$ cat src/rtl/typer_scheduler.sv
// Console text scheduler: buffers ASCII codes, tracks the cursor, decodes control codes
// and drives the character typer through its start/finished handshake.
module typer_scheduler #(
  parameter int TEXT_COLS   = 32,
  parameter int TEXT_ROWS   = 7,
  parameter int FIFO_DEPTH  = 4,
  parameter int ACK_TIMEOUT = 15
) (
  input  logic       clock,
  input  logic       resetn,
  input  logic [7:0] char_in,
  input  logic       char_valid,
  output logic       char_ready,
  input  logic       finished_saving_char,
  output logic       start_writing_character,
  output logic [7:0] row_num,
  output logic [7:0] col_num,
  output logic [7:0] character_input,
  output logic [7:0] cursor_row,
  output logic [7:0] cursor_col,
  output logic       sched_busy
);

  localparam int PTR_W = (FIFO_DEPTH > 1) ? $clog2(FIFO_DEPTH) : 1;
  localparam int CNT_W = PTR_W + 1;
  localparam int TMR_W = $clog2(ACK_TIMEOUT + 1);
  localparam logic [7:0] LAST_COL = 8'(TEXT_COLS - 1);
  localparam logic [7:0] LAST_ROW = 8'(TEXT_ROWS - 1);
  localparam logic [7:0] CH_NL    = 8'h0A;
  localparam logic [7:0] CH_BS    = 8'h08;
  localparam logic [7:0] CH_CLR   = 8'h0C;
  localparam logic [7:0] CH_SPACE = 8'h20;

  typedef enum logic [2:0] {
    S_IDLE, S_ISSUE, S_WAIT_ACK, S_WAIT_DONE, S_CLR_ISSUE, S_CLR_ACK, S_CLR_DONE
  } state_t;

  typedef struct packed {
    logic [7:0] row;
    logic [7:0] col;
  } cell_t;

  // Row-major step forward; the last cell wraps to the origin.
  function automatic cell_t cell_next(input cell_t c);
    cell_t n;
    n = c;
    if (c.col == LAST_COL) begin
      n.col = '0;
      n.row = (c.row == LAST_ROW) ? 8'd0 : c.row + 8'd1;
    end else begin
      n.col = c.col + 8'd1;
    end
    return n;
  endfunction

  // Row-major step back; callers guarantee the cell is not the origin.
  function automatic cell_t cell_prev(input cell_t c);
    cell_t n;
    n = c;
    if (c.col == 8'd0) begin
      n.col = LAST_COL;
      n.row = c.row - 8'd1;
    end else begin
      n.col = c.col - 8'd1;
    end
    return n;
  endfunction

  state_t             state_q, state_d;
  logic [PTR_W-1:0]   wr_ptr_q, wr_ptr_d, rd_ptr_q, rd_ptr_d;
  logic [CNT_W-1:0]   count_q, count_d;
  cell_t              cur_q, cur_d, clr_q, clr_d, tgt_q, tgt_d;
  logic [7:0]         glyph_q, glyph_d;
  logic               adv_q, adv_d;
  logic [TMR_W-1:0]   tmr_q, tmr_d;
  logic               start_q, start_d;
  logic [7:0]         row_num_q, row_num_d, col_num_q, col_num_d, char_q, char_d;
  logic [7:0]         fifo_mem [FIFO_DEPTH];

  logic       fifo_empty, fifo_full, push, pop;
  logic [7:0] head;
  cell_t      cur_next, cur_prev, clr_next;

  assign head       = fifo_mem[rd_ptr_q];
  assign fifo_empty = (count_q == '0);
  assign fifo_full  = (count_q == CNT_W'(FIFO_DEPTH));
  assign pop        = (state_q == S_IDLE) && !fifo_empty && finished_saving_char;
  // A pop in the same cycle frees a slot, so a full FIFO can still take a char.
  assign char_ready = !fifo_full || pop;
  assign push       = char_valid && char_ready;
  assign cur_next   = cell_next(cur_q);
  assign cur_prev   = cell_prev(cur_q);
  assign clr_next   = cell_next(clr_q);

  always_comb begin
    state_d   = state_q;
    wr_ptr_d  = wr_ptr_q;
    rd_ptr_d  = rd_ptr_q;
    count_d   = count_q + CNT_W'(push) - CNT_W'(pop);
    cur_d     = cur_q;
    clr_d     = clr_q;
    tgt_d     = tgt_q;
    glyph_d   = glyph_q;
    adv_d     = adv_q;
    tmr_d     = tmr_q;
    start_d   = start_q;
    row_num_d = row_num_q;
    col_num_d = col_num_q;
    char_d    = char_q;
    if (push) wr_ptr_d = wr_ptr_q + PTR_W'(1);
    if (pop)  rd_ptr_d = rd_ptr_q + PTR_W'(1);

    case (state_q)
      S_IDLE: begin
        if (pop) begin
          case (head)
            CH_NL: begin
              cur_d.col = '0;
              cur_d.row = (cur_q.row == LAST_ROW) ? 8'd0 : cur_q.row + 8'd1;
            end
            CH_BS: begin
              if (cur_q.row != 8'd0 || cur_q.col != 8'd0) begin
                cur_d   = cur_prev;
                tgt_d   = cur_prev;
                glyph_d = CH_SPACE;
                adv_d   = 1'b0;
                state_d = S_ISSUE;
              end
            end
            CH_CLR: begin
              clr_d   = '0;
              state_d = S_CLR_ISSUE;
            end
            default: begin
              tgt_d   = cur_q;
              glyph_d = head;
              adv_d   = 1'b1;
              state_d = S_ISSUE;
            end
          endcase
        end
      end
      S_ISSUE: begin
        start_d   = 1'b1;
        row_num_d = tgt_q.row;
        col_num_d = tgt_q.col;
        char_d    = glyph_q;
        tmr_d     = '0;
        state_d   = S_WAIT_ACK;
      end
      S_WAIT_ACK, S_CLR_ACK: begin
        if (!finished_saving_char) begin
          start_d = 1'b0;
          state_d = (state_q == S_WAIT_ACK) ? S_WAIT_DONE : S_CLR_DONE;
        end else if (tmr_q == TMR_W'(ACK_TIMEOUT - 1)) begin
          // Typer missed the request: drop start for one cycle and re-issue.
          start_d = 1'b0;
          state_d = (state_q == S_WAIT_ACK) ? S_ISSUE : S_CLR_ISSUE;
        end else begin
          tmr_d = tmr_q + TMR_W'(1);
        end
      end
      S_WAIT_DONE: begin
        if (finished_saving_char) begin
          if (adv_q) cur_d = cur_next;
          state_d = S_IDLE;
        end
      end
      S_CLR_ISSUE: begin
        start_d   = 1'b1;
        row_num_d = clr_q.row;
        col_num_d = clr_q.col;
        char_d    = CH_SPACE;
        tmr_d     = '0;
        state_d   = S_CLR_ACK;
      end
      S_CLR_DONE: begin
        if (finished_saving_char) begin
          if (clr_q.row == LAST_ROW && clr_q.col == LAST_COL) begin
            cur_d   = '0;
            state_d = S_IDLE;
          end else begin
            clr_d   = clr_next;
            state_d = S_CLR_ISSUE;
          end
        end
      end
      default: state_d = S_IDLE;
    endcase
  end

  always_ff @(posedge clock or negedge resetn) begin
    if (!resetn) begin
      state_q   <= S_IDLE;
      wr_ptr_q  <= '0;
      rd_ptr_q  <= '0;
      count_q   <= '0;
      cur_q     <= '0;
      clr_q     <= '0;
      adv_q     <= 1'b0;
      tmr_q     <= '0;
      start_q   <= 1'b0;
      row_num_q <= '0;
      col_num_q <= '0;
      char_q    <= '0;
    end else begin
      state_q   <= state_d;
      wr_ptr_q  <= wr_ptr_d;
      rd_ptr_q  <= rd_ptr_d;
      count_q   <= count_d;
      cur_q     <= cur_d;
      clr_q     <= clr_d;
      adv_q     <= adv_d;
      tmr_q     <= tmr_d;
      start_q   <= start_d;
      row_num_q <= row_num_d;
      col_num_q <= col_num_d;
      char_q    <= char_d;
    end
  end

  always_ff @(posedge clock) begin
    if (push) fifo_mem[wr_ptr_q] <= char_in;
    tgt_q   <= tgt_d;
    glyph_q <= glyph_d;
  end

  assign start_writing_character = start_q;
  assign row_num         = row_num_q;
  assign col_num         = col_num_q;
  assign character_input = char_q;
  assign cursor_row      = cur_q.row;
  assign cursor_col      = cur_q.col;
  assign sched_busy      = (state_q != S_IDLE) || !fifo_empty;

endmodule

$ cat config.mk
export PLATFORM = sky130hd
export DESIGN_NAME = typer_scheduler
export DESIGN_NICKNAME = d
export VERILOG_FILES = /design/src/rtl/typer_scheduler.sv
export SDC_FILE = /design/constraint.sdc
export NUM_CORES = 1
export LEC_CHECK = 0
export ABC_AREA = 0
export CAP_MARGIN = 0
export CORE_AREA = 2 2 132 134
export CTS_CLUSTER_DIAMETER = 50
export DETAILED_ROUTE_END_ITERATION = 7
export DIE_AREA = 0 0 134 136
export GPL_ROUTABILITY_DRIVEN = 0
export PLACE_DENSITY = 0.57
export SKIP_CTS_REPAIR_TIMING = 1
export SYNTH_ARGS = -nofsm -noshare
export SYNTH_HDL_FRONTEND = slang
export SYNTH_SLANG_ARGS = --single-unit
$ cat constraint.sdc
create_clock -name clock -period 9.4 [get_ports clock]
set_input_delay 1.88 -clock clock [delete_from_list [all_inputs] [get_ports clock]]
set_output_delay 1.88 -clock clock [all_outputs]
set_load 0.02 [all_outputs]
# After elaboration in Yosys (flattened, before gate mapping)
# Memories as Yosys holds them, arrays and structs flattened.
# Cells that the tools add are included.
dict set report totals {
  n_memories 1
  latch_bits 0
  word_cells 139
  rom_bits 0
  regBits 96
  ramBits 32
  in_bits 12
}
dict set report classes {
  div 0
  n_reduce_logical 30
  muxes 48
  eq_ne 31
  n_lt_le_gt_ge 0
  bitwise 1
  multipliers 0
  shifts 0
  addsub 11
}
# memory depth word_bits read_ports rd_ports_with_merged_regs write_ports line
set memory_table {}
lappend memory_table {fifo_mem 4 8 1 0 1 78} ;# logic [7:0] fifo_mem [FIFO_DEPTH];
# op count
set op_table {}
lappend op_table {{$mux W16} 10}
lappend op_table {{$pmux W16 S2} 3}
lappend op_table {{$mux W8} 9}
lappend op_table {{$pmux W8 S2} 4}
lappend op_table {{$pmux W16 S3} 1}
lappend op_table {{$add A8 B1 Y8 const B} 4}
lappend op_table {{$mux W3} 9}
lappend op_table {{$eq A8 B4 Y1 const B} 3}
lappend op_table {{$ne A2 B2 Y1 const B} 12}
lappend op_table {{$pmux W3 S6} 1}
lappend op_table {{$eq A8 B3 Y1 const B} 2}
lappend op_table {{$eq A8 B5 Y1 const B} 2}
lappend op_table {{$reduce_bool A8 Y1} 2}
lappend op_table {{$sub A8 B1 Y8 const B} 2}
lappend op_table {{$eq A3 B3 Y1 const B} 4}
lappend op_table {{$reduce_and A6 Y1} 2}
lappend op_table {{$pmux W3 S3} 1}
lappend op_table {{$reduce_and A9 Y1} 1}
lappend op_table {{$logic_not A8 Y1} 1}
lappend op_table {{$mux W4} 2}
lappend op_table {{$pmux W4 S2} 1}
lappend op_table {{$reduce_and A8 Y1} 1}
lappend op_table {{$eq A3 B2 Y1 const B} 2}
lappend op_table {{$logic_not A3 Y1} 2}
lappend op_table {{other kinds (22)} 40}

# Logic depth before layout (Yosys ltp)
# Gate-level depths: netlist (run 1).
dict set report depth {
  ltp_word 8
  ltp_mapped 13
}

# Least setup slack after synthesis (run 1)
# No wires, ideal clock.
dict set report synth_path {
  kind {input to output}
  startpoint {in finished_saving_char}
  endpoint {out char_ready}
  path_stages 3
  slack_ns 5.077
  required_ns 7.520
  arrival_ns 2.443
  path_buffers 1
  cell_sequence {clkbuf_1 -> nand2_1 -> nand3_1}
}
dict set report synth_between {
  elab_chain_len 2
}
# element line
set synth_lines {}
lappend synth_lines {{start, declared} 14} ;# input logic finished_saving_char,
lappend synth_lines {{$logic_and A1 B1 Y1} 87} ;# assign pop = (state_q == S_IDLE) && !fifo_empty && finished_saving_char;
lappend synth_lines {{$logic_or A1 B1 Y1} 89} ;# assign char_ready = !fifo_full || pop;
lappend synth_lines {{end, declared} 13} ;# output logic char_ready,
# Every way passes these cells.

# Worst setup path in the final report (run 1)
# Same ends and word-level chain as after synthesis.

==> flow_summary.json, run 1 <==
{
  "worst-endpoint-arrival_ps": 3580,
  "synth-async-reset-ratio_pct": 56.3,
  "grt_pass1_wl_um": 25000,
  "synth_mux_area_share_pct": 2.92,
  "finClkSkew_ps": 8.40,
  "cts.sinks": 128,
  "mostFrequentLayoutCells": "72 x dfrtp_1, 68 x nor2_1, 56 x edfxtp_1",
  "critPathMaxFanout": 9,
  "finalHoldViolCount": 0,
  "viasPerCell": 5.45,
  "max-cap-violations": 0,
  "ys_types": 70,
  "ys_ff_latch": 128,
  "max-vdd-ir-drop_mv": 0.142,
  "cts.reportedPaths.clkPinSlew_ps": 60,
  "use_met1_pct": 25.3,
  "place_area_um2": 7230,
  "die_area_um2": 18200,
  "p_leak_nw": 3.01,
  "worstSetupStartpointType": "input pin",
  "synth_fa_ha_area_share_pct": 3.74,
  "clk_latency_ps": 430,
  "min_period_ps": 5460,
  "worst_slew_pin_slew_ps": 939,
  "initial_core_util_pct": 38.9,
  "period_share_pct": 58.1,
  "antenna_cells": 0,
  "relSlewSlack_pct": 37.4,
  "synth_compound_area_share_pct": 14.7,
  "holdWs_ps": 473,
  "rows": 48,
  "die_y_um": 136,
  "cp-end-kind": "primary output",
  "clockBufferDepth": 2,
  "wl_um": 15000,
  "cts-buffers-inserted": 17,
  "worst-r2r-cell-count": 7,
  "synth_ff_type": "dfrtp_1",
  "status": "finished clean",
  "grt.busiest_layer": "met2",
  "critPathMaxStageDelay_ps": 640,
  "port_buffers": 54,
  "filler_cell_count": 1525,
  "grt_max_degree": 73,
  "worstSetupPathType": "in -> out",
  "path_depth": 4,
  "critical_path_buf_inv_count": 2,
  "pin_count": 55,
  "fin_area_um2": 7850,
  "grt_pass1_vias": 4692,
  "num_vias": 4870,
  "synthSimpleGateAreaFrac_pct": 19.5,
  "synthCells": 616,
  "dp_hpwl_um": 10600,
  "drive_gt1_share_pct": 8.67,
  "ant_nets": 0,
  "yosysWarningCount": 0,
  "slew_violations": 0,
  "drtPass1Iterations": 4,
  "hold_path_class": "reg -> reg",
  "rsz0062_at_grt": "false",
  "htree_levels": 4,
  "cts_tree": "built",
  "core_area_um2": 16900,
  "setup-violations-final": 0,
  "met3_usage_pct": 4.29,
  "mappedNetlistNets": 647,
  "fin_util_pct": 46.5,
  "area_growth_pct": 19.6,
  "seq_area_frac_synth_pct": 53.1,
  "critPathRequiredTime_ps": 7520,
  "p_per_area_nw_per_um2": 320,
  "dr.first_iter.drc_count": 359,
  "slowest_stage": "clkdlybuf4s50_1",
  "place_ws_ps": 4000,
  "min_path_cells": 1,
  "synth_edf_count": 56,
  "synthXorXnorAreaFrac_pct": 2.54,
  "crit_family": "buffers and inverters",
  "routedWlPerCell_um": 16.8,
  "fp.dieW_um": 134,
  "final_nets": 687,
  "cpMostUsedCell": "clkdlybuf4s50_1",
  "grt_util_met2_pct": 26.0,
  "antenna_found_initial": 0,
  "layout_commonest_cell": "dfrtp_1",
  "setup_tns_ps": 0,
  "netlist_area_um2": 6560,
  "gr-total-overflow": 0,
  "drcViolationCount": 0,
  "crit_chain": "clkdlybuf4s50_1 > nand2_1 > nand3_1 > clkdlybuf4s50_1",
  "postSynthAreaPerCell_um2": 10.7,
  "synth_top_family_by_area": "simple AND/OR/NAND/NOR gates",
  "grt_usage_pct": 17.6,
  "fmax_mhz": 183,
  "fin_ws_ps": 3940,
  "cts_root_buf": "clkbuf_16"
}
through the flow:
step | total power, mW | instances
floorplan | 1.54 | 616
global placement | 1.83 | 862
detailed placement | 1.86 | 862
CTS | 2.54 | 894
global route | 2.68 | 894
finish | 2.51 | 894
registers in the layout, summed over array words and instances (netlist names):
register	cells
fifo_mem	32
clr_q	16
tgt_q	16
character_input	8
col_num	8
cursor_col	8
cursor_row	8
glyph_q	8
row_num	8
tmr_q	4
count_q	3
state_q	3
rd_ptr_q	2
wr_ptr_q	2
adv_q	1
start_writing_character	1
power breakdown:
part	leakage, nW	internal, mW	switching, mW
Combinational	1.31	0.381	0.546
Sequential	1.40	0.754	0.163
Clock	0.299	0.384	0.286
cell type report:
type / count / area [um^2] / share of cell area, %
timing repair buffer: 56 / 553 / 7.05
sequential: 128 / 3480 / 44.4
clock inverter: 15 / 189 / 2.41
multi-input combinational: 435 / 2850 / 36.3
clock buffer: 17 / 425 / 5.42
tap: 225 / 282 / 3.59
inverter: 18 / 67.6 / 0.861
routing by layer:
metal	up-vias	part of all wire, %
li1	2360	-
met3	26	4.5
met2	113	46
met5	-	0
met1	2371	48
met4	0	1.8
final timing paths:
kind                                           from  slack, ps                             end
setup / recovery               finished_saving_char       3940                      char_ready
setup reg to reg            rd_ptr_q[0]$_DFFE_PN0N_       5730       cursor_row[4]$_DFFE_PN0P_
min in group asynchronous                    resetn       1590            tmr_q[2]$_DFFE_PN0P_
max in group asynchronous                    resetn       7190            count_q[1]$_DFF_PN0_
hold reg to reg            glyph_q[1]$_SDFFCE_PN0P_        470  character_input[1]$_DFFE_PN0N_
hold / removal             glyph_q[1]$_SDFFCE_PN0P_        470  character_input[1]$_DFFE_PN0N_
kinds of logic after synthesis:
| group | after synthesis |
|---|---|
| mux | 8 |
| xor+xnor | 19 |
| simple gates | 238 |
| buf+inv | 53 |
| flops | 128 |
| fa+ha+maj | 19 |
| compound gates | 151 |
synthesized netlist by cell type, types with 2 or more instances:
library cell	count	area, um^2
o22ai_1	21	131
nor4_1	4	25.0
mux4_2	5	113
nand3b_1	3	22.5
nor3_1	13	65.1
ha_1	18	225
a21oi_1	30	150
a22oi_1	2	15.0
xor2_1	6	52.6
nor4_4	2	42.5
nor3_2	3	30.0
a21boi_0	2	15.0
and3_1	13	81.3
edfxtp_1	56	1680
o31ai_1	7	52.6
a221oi_1	2	17.5
buf_1	2	7.51
or3_1	4	25.0
xnor2_1	13	114
o21ai_1	14	70.1
dfrtp_1	72	1800
mux4_1	3	78.8
nor4b_4	3	71.3
a31oi_1	9	56.3
a21o_1	2	15.0
inv_1	18	67.6
or4_1	2	15.0
nor2b_1	3	18.8
nor2_1	68	255
buf_6	3	33.8
a22o_1	14	123
nand2_1	54	203
and2_1	12	75.1
o211ai_1	3	22.5
nand2b_1	7	43.8
nand3_1	27	135
and4_1	2	17.5
nand4_1	3	18.8
nor4b_1	3	26.3
o21ai_0	28	140
buf_2	8	40.0
nor3b_1	3	22.5
nand2_2	2	12.5
clkbuf_1	21	78.8
worst reg2reg max path, stage by stage (launching register included):
cell      delay, ps
dfrtp_1         710
mux4_1          730
nor4b_4         430
and2_1          700
nand3_2         470
o211ai_1        300
nand2_1          80
o211ai_1        170
(Power assumes the default switching activity.)
==> run 2: changes to the inputs <==
--- a/config.mk
+++ b/config.mk
@@ -12,7 +12,7 @@
 export DETAILED_ROUTE_END_ITERATION = 7
 export DIE_AREA = 0 0 134 136
 export GPL_ROUTABILITY_DRIVEN = 0
-export PLACE_DENSITY = 0.57
+export PLACE_DENSITY = 0.59
 export SKIP_CTS_REPAIR_TIMING = 1
 export SYNTH_ARGS = -nofsm -noshare
 export SYNTH_HDL_FRONTEND = slang
==> constraint.sdc (replaced) <==
create_clock -name clock -period 4.5 [get_ports clock]
set_input_delay 0.9 -clock clock [delete_from_list [all_inputs] [get_ports clock]]
set_output_delay 0.9 -clock clock [all_outputs]
set_load 0.02 [all_outputs]
==> run 2 against run 1 <==
Compared with the run above: total power increased by 110%; non-clock buffer count increased by 2; combinational power up 110%; register-to-register slack got worse by 4600 ps; count of clock-buffer cells in the layout rose by 1; sequential power grew 110%; worst setup slack got worse by 2900 ps; global-route usage grew 0.25 points; cell count up 0.22%; via count increased by 1.6%; final area fell by 0.18%; highest routed layer unchanged; first-iteration DRC count rose by 0.84%.
==> flow_summary.json, run 2 (synthesis results as in run 1) <==
{
  "pin_count": 55,
  "largest_reg_flops": 32,
  "grt_pass1_vias": 4817,
  "num_vias": 4949,
  "port_buffers": 54,
  "die_area_um2": 18200,
  "cts.reportedPaths.clkPinSlew_ps": 60,
  "seq_power_share_pct": 36.9,
  "htree_levels": 4,
  "grt_max_degree": 73,
  "worstSetupPathType": "in -> out",
  "period_share_pct": 77.4,
  "rsz0062_at_grt": "false",
  "routedWlPerCell_um": 17.2,
  "fmax_mhz": 287,
  "worst_slew_pin_slew_ps": 966,
  "grt_pass1_wl_um": 25300,
  "place_area_um2": 7250,
  "drtPass1Iterations": 5,
  "wl_um": 15400,
  "cpMostUsedCell": "clkdlybuf4s50_1",
  "layout_commonest_cell": "dfrtp_1",
  "mostFrequentLayoutCells": "72 x dfrtp_1, 68 x nor2_1, 56 x edfxtp_1",
  "fin_cells": 896,
  "p_leak_nw": 3.01,
  "switching_share_pct": 38.5,
  "rows": 48,
  "p_per_area_nw_per_um2": 664,
  "antenna_cells": 0,
  "core_area_um2": 16900,
  "cts_root_buf": "clkbuf_16",
  "power_frac_comb_pct": 37.3,
  "setup-violations-final": 0,
  "drcViolationCount": 0,
  "critPathRequiredTime_ps": 3600,
  "relSlewSlack_pct": 35.6,
  "clk_latency_ps": 420,
  "gr-total-overflow": 0,
  "drive_gt1_share_pct": 8.79,
  "grt_usage_pct": 17.8,
  "clockBufferDepth": 2,
  "cts.sinks": 128,
  "slowest_stage": "clkdlybuf4s50_1",
  "viasPerCell": 5.52,
  "dp_hpwl_um": 10700,
  "min_period_ps": 3480,
  "cp-end-kind": "primary output",
  "cts_tree": "built",
  "dr.first_iter.drc_count": 362,
  "max-vdd-ir-drop_mv": 0.333,
  "fin_area_um2": 7830,
  "slew_violations": 0,
  "cts-buffers-inserted": 17,
  "critPathMaxStageDelay_ps": 640,
  "placed_cells": 864,
  "internal_power_mw": 3.20,
  "status": "finished clean",
  "worstSetupStartpointType": "input pin",
  "fp.dieW_um": 134,
  "max-cap-violations": 0,
  "top_register": "fifo_mem",
  "hold_path_class": "reg -> reg",
  "final_nets": 689,
  "fin_util_pct": 46.4,
  "worst-endpoint-arrival_ps": 2580,
  "crit_family": "buffers and inverters",
  "critPathMaxFanout": 9,
  "area_growth_pct": 19.4,
  "critical_path_buf_inv_count": 2,
  "antenna_found_initial": 0,
  "initial_core_util_pct": 38.9,
  "switching_power_mw": 2.00,
  "finClkSkew_ps": 10.3,
  "power_frac_clock_pct": 25.8,
  "reg.largest.list": "fifo_mem x32, clr_q x16, tgt_q x16",
  "finalHoldViolCount": 0,
  "setup_tns_ps": 0,
  "ant_nets": 0,
  "die_y_um": 136,
  "crit_chain": "clkdlybuf4s50_1 > nand2_1 > nand3_1 > clkdlybuf4s50_1"
}
-- run 2: metrics by stage --
step / hold WS (ps) / total power, mW / setup WS [ps]
floorplan: 440 / 3.21 / 1290
global placement: 461 / 3.84 / 1070
detailed placement: 468 / 3.88 / 1010
CTS: 475 / 5.25 / 1020
global route: 486 / 5.55 / 894
finish: 473 / 5.21 / 1020
-- run 2: power by group through the flow --
stage	Clock [mW]	Sequential, mW	Combinational [mW]
2_1_floorplan	0	1.93	1.28
3_3_place_gp	0	1.93	1.91
3_5_place_dp	0	1.94	1.94
4_1_cts	1.38	1.92	1.95
5_1_grt	1.43	1.97	2.15
6_report	1.34	1.92	1.94
-- run 2: final timing paths --
check                                               from                              to  slack, ps  cells after the start
worst max-delay path                finished_saving_char                      char_ready       1020                      4
worst min-delay path            glyph_q[4]$_SDFFCE_PN0P_  character_input[4]$_DFFE_PN0N_        470                      1
worst max register to register   rd_ptr_q[0]$_DFFE_PN0N_       cursor_row[4]$_DFFE_PN0P_       1180                      7
worst min register to register  glyph_q[4]$_SDFFCE_PN0P_  character_input[4]$_DFFE_PN0N_        470                      1
max in group asynchronous                         resetn          col_num[7]$_DFFE_PN0N_       3240                      1
min in group asynchronous                         resetn            tmr_q[2]$_DFFE_PN0P_        650                      1
-- run 2: final cells by class --
| type | count | area [um^2] |
|---|---|---|
| Tap cell | 225 | 282 |
| Fill cell | 1554 | 9040 |
| Multi-Input combinational cell | 435 | 2850 |
| Inverter | 18 | 67.6 |
| Sequential cell | 128 | 3480 |
| Clock buffer | 18 | 429 |
| Clock inverter | 14 | 156 |
| Timing Repair Buffer | 58 | 568 |
-- run 2: worst register-to-register path, stage by stage (launching register included) --
cell	delay, ps
dfrtp_1	680
mux4_1	720
nor4b_4	440
and2_1	480
nand3_2	390
o211ai_1	300
nand2_1	80
o211ai_1	160
-- run 2: per-layer routing --
layer	track usage, %	part of all wire [%]
met1	24.3	48
met2	28.5	47
met3	3.58	4.1
met4	6.09	0.94
met5	0	0
